File: src/rtl/trap_pkg.sv
// rtl/trap_pkg.sv - shared types and constants for the trap sequencer
package trap_pkg;

  typedef enum logic [1:0] {IDLE, DRAIN, TRAP, REDIRECT} state_t;
  typedef enum logic [1:0] {INT, EXC, RET} kind_t;

  localparam logic [4:0] MEI = 5'd11;
  localparam logic [4:0] MSI = 5'd3;
  localparam logic [4:0] MTI = 5'd7;

  localparam logic [1:0] MTVEC_VECTORED = 2'b01;

endpackage

File: src/rtl/int_prio_enc.sv
// rtl/int_prio_enc.sv - machine interrupt priority encoder
// Order: MEI, MSI, MTI, then platform bits 16 and up, lowest index first.
module int_prio_enc
  import trap_pkg::*;
#(
  parameter int XLEN = 32
) (
  input  logic [XLEN-1:0] pend,
  input  logic            en,
  output logic            valid,
  output logic [4:0]      index
);

  logic [XLEN-1:0] gated;
  assign gated = pend & {XLEN{en}};

  // Later assignments override earlier ones, so the loop runs from the
  // lowest priority upward.
  always_comb begin
    valid = 1'b0;
    index = 5'd0;
    for (int i = XLEN - 1; i >= 16; i--) begin
      if (gated[i]) begin
        valid = 1'b1;
        index = 5'(i);
      end
    end
    if (gated[MTI]) begin
      valid = 1'b1;
      index = MTI;
    end
    if (gated[MSI]) begin
      valid = 1'b1;
      index = MSI;
    end
    if (gated[MEI]) begin
      valid = 1'b1;
      index = MEI;
    end
  end

endmodule

File: src/rtl/trap_sequencer.sv
// rtl/trap_sequencer.sv - arbitrates traps/mret, drains the pipe, pulses
// the CSR action and redirects fetch.
module trap_sequencer
  import trap_pkg::*;
#(
  parameter int XLEN      = 32,
  parameter int DRAIN_MAX = 7
) (
  input  logic            clk,
  input  logic            reset,
  input  logic [XLEN-1:0] mip,
  input  logic [XLEN-1:0] mie,
  input  logic            MIE,
  input  logic [XLEN-1:0] mtvec,
  input  logic [XLEN-1:0] mepc,
  input  logic            exc_valid,
  input  logic [4:0]      exc_code,
  input  logic            mret_valid,
  input  logic [XLEN-1:0] commit_pc,
  input  logic            pipe_empty,
  output logic            stall_fetch,
  output logic            flush,
  output logic            int_action,
  output logic            exp_action,
  output logic            ret_action,
  output logic [4:0]      int_code,
  output logic [XLEN-1:0] current_pc,
  output logic            redirect,
  output logic [XLEN-1:0] redirect_pc,
  output logic            busy
);

  localparam int CNT_W = $clog2(DRAIN_MAX + 1);

  state_t            state, state_n;
  kind_t             kind_q, kind_n;
  logic [4:0]        cause_q, cause_n;
  logic [XLEN-1:0]   pc_q, pc_n;
  logic [CNT_W-1:0]  cnt_q, cnt_n;

  logic [XLEN-1:0]   pend;
  logic              int_valid;
  logic [4:0]        int_index;
  logic              still_pending;
  logic [XLEN-1:0]   vec_base;
  logic [XLEN-1:0]   vec_offset;

  assign pend = mip & mie;

  int_prio_enc #(.XLEN(XLEN)) u_enc (
    .pend  (pend),
    .en    (MIE),
    .valid (int_valid),
    .index (int_index)
  );

  // The interrupt being drained must stay pending and enabled the whole time.
  assign still_pending = pend[cause_q] & MIE;
  assign vec_base      = {mtvec[XLEN-1:2], 2'b00};
  assign vec_offset    = {{(XLEN-7){1'b0}}, cause_q, 2'b00};

  always_ff @(posedge clk or posedge reset) begin
    if (reset) begin
      state   <= IDLE;
      kind_q  <= INT;
      cause_q <= 5'd0;
      pc_q    <= '0;
      cnt_q   <= '0;
    end else begin
      state   <= state_n;
      kind_q  <= kind_n;
      cause_q <= cause_n;
      pc_q    <= pc_n;
      cnt_q   <= cnt_n;
    end
  end

  always_comb begin
    state_n     = state;
    kind_n      = kind_q;
    cause_n     = cause_q;
    pc_n        = pc_q;
    cnt_n       = cnt_q;
    stall_fetch = 1'b0;
    flush       = 1'b0;
    int_action  = 1'b0;
    exp_action  = 1'b0;
    ret_action  = 1'b0;
    int_code    = 5'd0;
    current_pc  = '0;
    redirect    = 1'b0;
    redirect_pc = '0;

    case (state)
      IDLE: begin
        cnt_n = '0;
        if (exc_valid) begin
          state_n = TRAP;
          kind_n  = EXC;
          cause_n = exc_code;
          pc_n    = commit_pc;
        end else if (mret_valid) begin
          state_n = TRAP;
          kind_n  = RET;
          cause_n = 5'd0;
          pc_n    = commit_pc;
        end else if (int_valid) begin
          state_n = DRAIN;
          kind_n  = INT;
          cause_n = int_index;
        end
      end

      DRAIN: begin
        stall_fetch = 1'b1;
        cnt_n       = '0;
        if (exc_valid) begin
          state_n = TRAP;
          kind_n  = EXC;
          cause_n = exc_code;
          pc_n    = commit_pc;
        end else if (!still_pending) begin
          state_n = IDLE;
        end else if (pipe_empty || cnt_q == CNT_W'(DRAIN_MAX - 1)) begin
          state_n = TRAP;
          pc_n    = commit_pc;
        end else begin
          cnt_n = cnt_q + CNT_W'(1);
        end
      end

      TRAP: begin
        stall_fetch = 1'b1;
        flush       = 1'b1;
        int_code    = cause_q;
        current_pc  = pc_q;
        case (kind_q)
          INT:     int_action = 1'b1;
          EXC:     exp_action = 1'b1;
          RET:     ret_action = 1'b1;
          default: ;
        endcase
        state_n = REDIRECT;
      end

      REDIRECT: begin
        stall_fetch = 1'b1;
        redirect    = 1'b1;
        if (kind_q == RET) begin
          redirect_pc = mepc;
        end else if (kind_q == INT && mtvec[1:0] == MTVEC_VECTORED) begin
          redirect_pc = vec_base + vec_offset;
        end else begin
          redirect_pc = vec_base;
        end
        state_n = IDLE;
      end

      default: state_n = IDLE;
    endcase
  end

  assign busy = (state != IDLE);

endmodule

File: config.mk
export PLATFORM = sky130hd
export DESIGN_NAME = trap_sequencer
export DESIGN_NICKNAME = d
export VERILOG_FILES = /design/src/rtl/trap_pkg.sv /design/src/rtl/int_prio_enc.sv /design/src/rtl/trap_sequencer.sv
export SDC_FILE = /design/constraint.sdc
export NUM_CORES = 1
export LEC_CHECK = 0
export ABC_AREA = 0
export BUFFER_PORTS_ARGS = -buffer_cell sky130_fd_sc_hd__clkbuf_2
export CORE_ASPECT_RATIO = 1.1
export CORE_MARGIN = 5
export CORE_UTILIZATION = 48
export CTS_BUF_LIST = sky130_fd_sc_hd__clkbuf_8
export DETAILED_ROUTE_END_ITERATION = 10
export PLACE_DENSITY = 0.84
export SYNTH_ARGS = -nofsm -noshare
export SYNTH_HDL_FRONTEND = slang
export SYNTH_HIERARCHICAL = 1
export SYNTH_SLANG_ARGS = --single-unit
File: constraint.sdc
create_clock -name clk -period 2.3 [get_ports clk]
set_input_delay 0.115 -clock clk [delete_from_list [all_inputs] [get_ports clk]]
set_output_delay 0.115 -clock clk [all_outputs]
set_load 0.1 [all_outputs]
Word level (Yosys, flattened, before mapping)
Index checks and enable logic that the tools add are counted.
{"block": "op_classes", "addsub": 2, "n_eq_ne": 13, "bitwise_logic": 3, "n_lt_le_gt_ge": 1, "mux": 81, "n_reduce_logical": 10}
{"op": "$mux W32", "n": 9}
{"op": "$mux W5", "n": 24}
{"op": "$and A32 B32 Y32", "n": 2}
{"op": "$pmux W32 S2", "n": 1}
{"op": "$add A32 B7 Y32", "n": 1}
{"op": "$mux W1", "n": 29}
{"op": "$mux W2", "n": 10}
{"op": "$pmux W5 S2", "n": 1}
{"op": "$mux W3", "n": 3}
{"op": "$ne A3 B3 Y1 const B", "n": 3}
{"op": "$ne A4 B4 Y1 const B", "n": 2}
{"op": "$pmux W2 S4", "n": 1}
{"op": "$eq A2 B1 Y1 const B", "n": 3}
{"op": "$eq A2 B2 Y1 const B", "n": 3}
{"op": "$lt A5 B6 Y1 const B", "n": 1}
{"op": "$pmux W3 S2", "n": 1}
{"op": "$bmux W1 S5", "n": 1}
{"op": "$logic_not A2 Y1", "n": 2}
{"op": "$pmux W2 S2", "n": 1}
{"op": "$reduce_and A4 Y1", "n": 1}
{"op": "$reduce_bool A2 Y1", "n": 2}
{"op": "$add A3 B1 Y3 const B", "n": 1}
{"op": "$eq A3 B3 Y1 const B", "n": 1}
{"op": "$reduce_and A3 Y1", "n": 1}
{"op": "6 further kinds", "n": 6}
{"block": "totals", "input_bits": 171, "output_inout_bits": 76, "regBits": 44}

Logic depth before layout (Yosys ltp)
{"block": "logic_depth", "depth_word": 25, "ltp_mapped": 12, "depth_no_buf": 11}

Modules after synthesis
The synthesis kept the hierarchy.
{"module": "trap_sequencer", "n_inst": 1, "cells_per_inst": 564, "area_each_um2": 4546.9}
{"module": "int_prio_enc", "n_inst": 1, "cells_per_inst": 38, "area_each_um2": 240.2}

Least setup slack after synthesis
Ideal clock, no wire load.
{"block": "synth_path", "path_kind": "reg2out", "start": "register cause_q[1]", "end": "output port redirect_pc[30]", "slack_ns": -1.740, "t_arrival_ns": 3.925, "n_path_buf": 1, "stages_incl_launch_ff": 10, "path_cell_list": "dfrtp_1 -> buf_6 -> inv_12 -> fa_1 -> nor2b_1 -> o21a_1 -> o21a_1 -> o2111ai_1 -> xor2_1 -> a211oi_1"}
{"block": "synth_via", "elab_chain_len": 4}
{"element": "start: declaration", "line": "trap_sequencer.sv:37", "source": "logic [4:0] cause_q, cause_n;"}
{"element": "start signal: assignment", "line": "trap_sequencer.sv:72", "source": "cause_q <= cause_n;"}
{"element": "$add A32 B7 Y32", "line": "trap_sequencer.sv:152", "source": "redirect_pc = vec_base + vec_offset;"}
{"element": "$mux W32", "line": "trap_sequencer.sv:151", "source": "end else if (kind_q == INT && mtvec[1:0] == MTVEC_VECTORED) begin"}
{"element": "$mux W32", "line": "trap_sequencer.sv:149", "source": "if (kind_q == RET) begin"}
{"element": "$mux W32", "line": "trap_sequencer.sv:94", "source": "case (state)"}
{"element": "end: declaration", "line": "trap_sequencer.sv:29", "source": "output logic [XLEN-1:0] redirect_pc,"}
Every way passes these cells.

Worst setup path after layout
{"block": "layout_path", "start": "register cause_q[1]", "end": "output port redirect_pc[12]"}
The elaborated chain is that of the path after synthesis.

==> reports/metrics.cfg <==
[critical_path]
startpoint_type=flop
r2r_start=cause_q[1]
r2r_setup_slack_ps=-300
rr_worst_depth=11
end_kind=output pin
path_class=flop to output pin
cp_num_cells=11
path_common_cell=buf_12
cp_top_family=compound AO/OA/AOI/OAI gates
max_stage_delay_ps=420
crit_arrival_ps=2610
crit_fanout=8
r2r-end=pc_q[19]
cp.required_ps=2180
cp_cell_sequence=buf_12 > inv_12 > fa_2 > nor2b_2 > o21a_1 > o21a_4 > buf_12 > o2111ai_1 > xor2_1 > a21oi_4 > buf_12
critPathBufInv=4
crit_path_top_delay_cell=dfrtp_2

[final_layout]
stdcell_count=1006
multi_input_area_mm2=0.00403
syn2layout_area_growth_pct=82.7
layout.nets=1064
fillCellCount=422
drive_gt1_frac=0.506
n_antenna_cell=0
seq_area_mm2=0.00110
final_cell_area_mm2=0.00874

[die]
die_area_mm2=0.0121
rows=38
ioPinCount=247
core_area_mm2=0.00979
die_h_um=115
die_w_um=105
initial_utilization=0.488

[sta]
clock.fmax_ghz=0.366
setup_tns_ps=-17640
fin_worst_skew_ps=13.5
whs_ps=-7.28
tightest_slew_ps=950
post-route-period-util=1.19
rsz0062_at_grt=yes
setup_violations=65
maxSlewHeadroom=0.366
fin_ws_ps=-429
hold_viol=14
slew_violations=0
min_period_ps=2730

[global_route]
track_usage=0.343
overflow=0
grt_pass1_vias=6728
antenna_found_initial=0
grt_start_max_net_pins=45
grt_pass1_wl_mm=34.2

[cts]
cts_tree=built
cts_buffer_depth=2
cts_buffers=5
clk_pin_slew_ps=100
hold_buffers=0
cts-root-buf=clkbuf_8
clk_latency_ps=310
htree_levels=2
cts_sinks=44

[job]
max_cap_violations=0

[synth]
avgSynthCellArea_um2=7.95
ys_warn_count=6
syn_inst=601
synth_area_mm2=0.00478
syn-num-nets=780

[power_and_ir_drop]
intPower_mw=6.21
irDropWorstVdd_uv=1270
seq_power_share=0.109
power_frac_comb=0.845
power.switching_mw=8.39
cellPowerDensity_mw_per_mm2=1670
p_clk_frac=0.046
swShare=0.575
leakage_nw=3.81

[placement]
dp.cells=969
io_buffers=246
hpwlAfterDp_mm=15.5
postPlaceCellArea_mm2=0.00794
place_congestion=1.01
dpl_worst_slack_ps=-223

[drt]
finalWirelength_mm=23.6
drt_iter0_drc=936
wl_per_cell_um=23.5
vias_per_cell=6.83
drc_errors=0
ant_nets=0
dr.pass1.iters=6
num_vias=6866

[hold_path]
hold_path_class=input port to async pin

[outcome]
status=complete, but fails checks
failed_checks=hold timing, setup timing

-- power by group through the flow --
stage	registers, mW	logic, mW	clock network, mW
2_1_floorplan	1.43	7.31	0
3_3_place_gp	1.52	10.8	0
3_5_place_dp	1.56	11.1	0
4_1_cts	1.54	11.7	0.663
5_1_grt	1.63	12.7	0.690
6_report	1.59	12.3	0.678
-- layout make-up --
cell class / count / share of cell area
inverters: 20 / 0.0109
well taps: 120 / 0.0172
multi-input cells: 488 / 0.461
repair buffers: 326 / 0.370
flip-flops and latches: 44 / 0.126
clock inverters: 1 / 0.00344
clock buffers: 7 / 0.0110
-- how the worst max path moves through the flow --
stage,from,end
floorplan,cause_q[1],redirect_pc[30]
global placement,mip[28],cause_q[4]
detailed placement,mip[28],cause_q[4]
CTS,cause_q[1],redirect_pc[18]
global route,cause_q[0],redirect_pc[12]
finish,cause_q[1],redirect_pc[12]
-- per-stage QoR --
step	power, mW	utilization
2_1_floorplan	8.74	-
3_3_place_gp	12.4	0.811
3_5_place_dp	12.6	0.811
4_1_cts	13.9	0.865
5_1_grt	15.0	0.892
6_report	14.6	0.892
-- routing by layer --
| metal | part of all wire | up-vias | track usage | wire length, µm |
|---|---|---|---|---|
| met3 | 0.10 | 136 | 0.0711 | 2360 |
| met1 | 0.33 | 3243 | 0.381 | 7770 |
| met2 | 0.51 | 627 | 0.633 | 12100 |
| li1 | - | 2860 | - | - |
| met5 | 0 | - | 0 | 0 |
| met4 | 0.057 | 0 | 0.145 | 1350 |
-- sequential cells by signal, summed over array words and instances, names as in the netlist --
signal / cells
cnt_q: 3
kind_q: 2
state: 2
pc_q: 32
cause_q: 5
-- cell usage in the layout, fill, tap and decap left out, types with 4 or more instances in the layout --
cell type and instances:
nand3_1 18, and3_1 46, dfrtp_1 43, buf_6 12, a31oi_1 5, xor2_1 15
o211ai_1 17, mux4_2 5, buf_12 84, clkbuf_8 7, nand2_1 31, buf_4 53
a22oi_1 32, clkbuf_2 170, a21oi_4 20, a221o_1 21, clkbuf_16 4, a31oi_4 4
nor4_1 4, xor2_2 4, inv_1 14, nand3b_1 6, nor2_2 6, a211oi_4 7
ha_1 4, nand4_1 19, nand3_4 4, nor2_1 28, nand2b_1 10, o21ai_0 48
a21oi_1 7, and2_1 36
-- repair_timing --
item                       CTS  global route
pin swaps                   43            35
cloned                       4             3
setup buffers               14             9
gates resized for setup     40            36
setup endpoints to repair   63            72
Note: power is estimated with default switching activity, not from simulation.
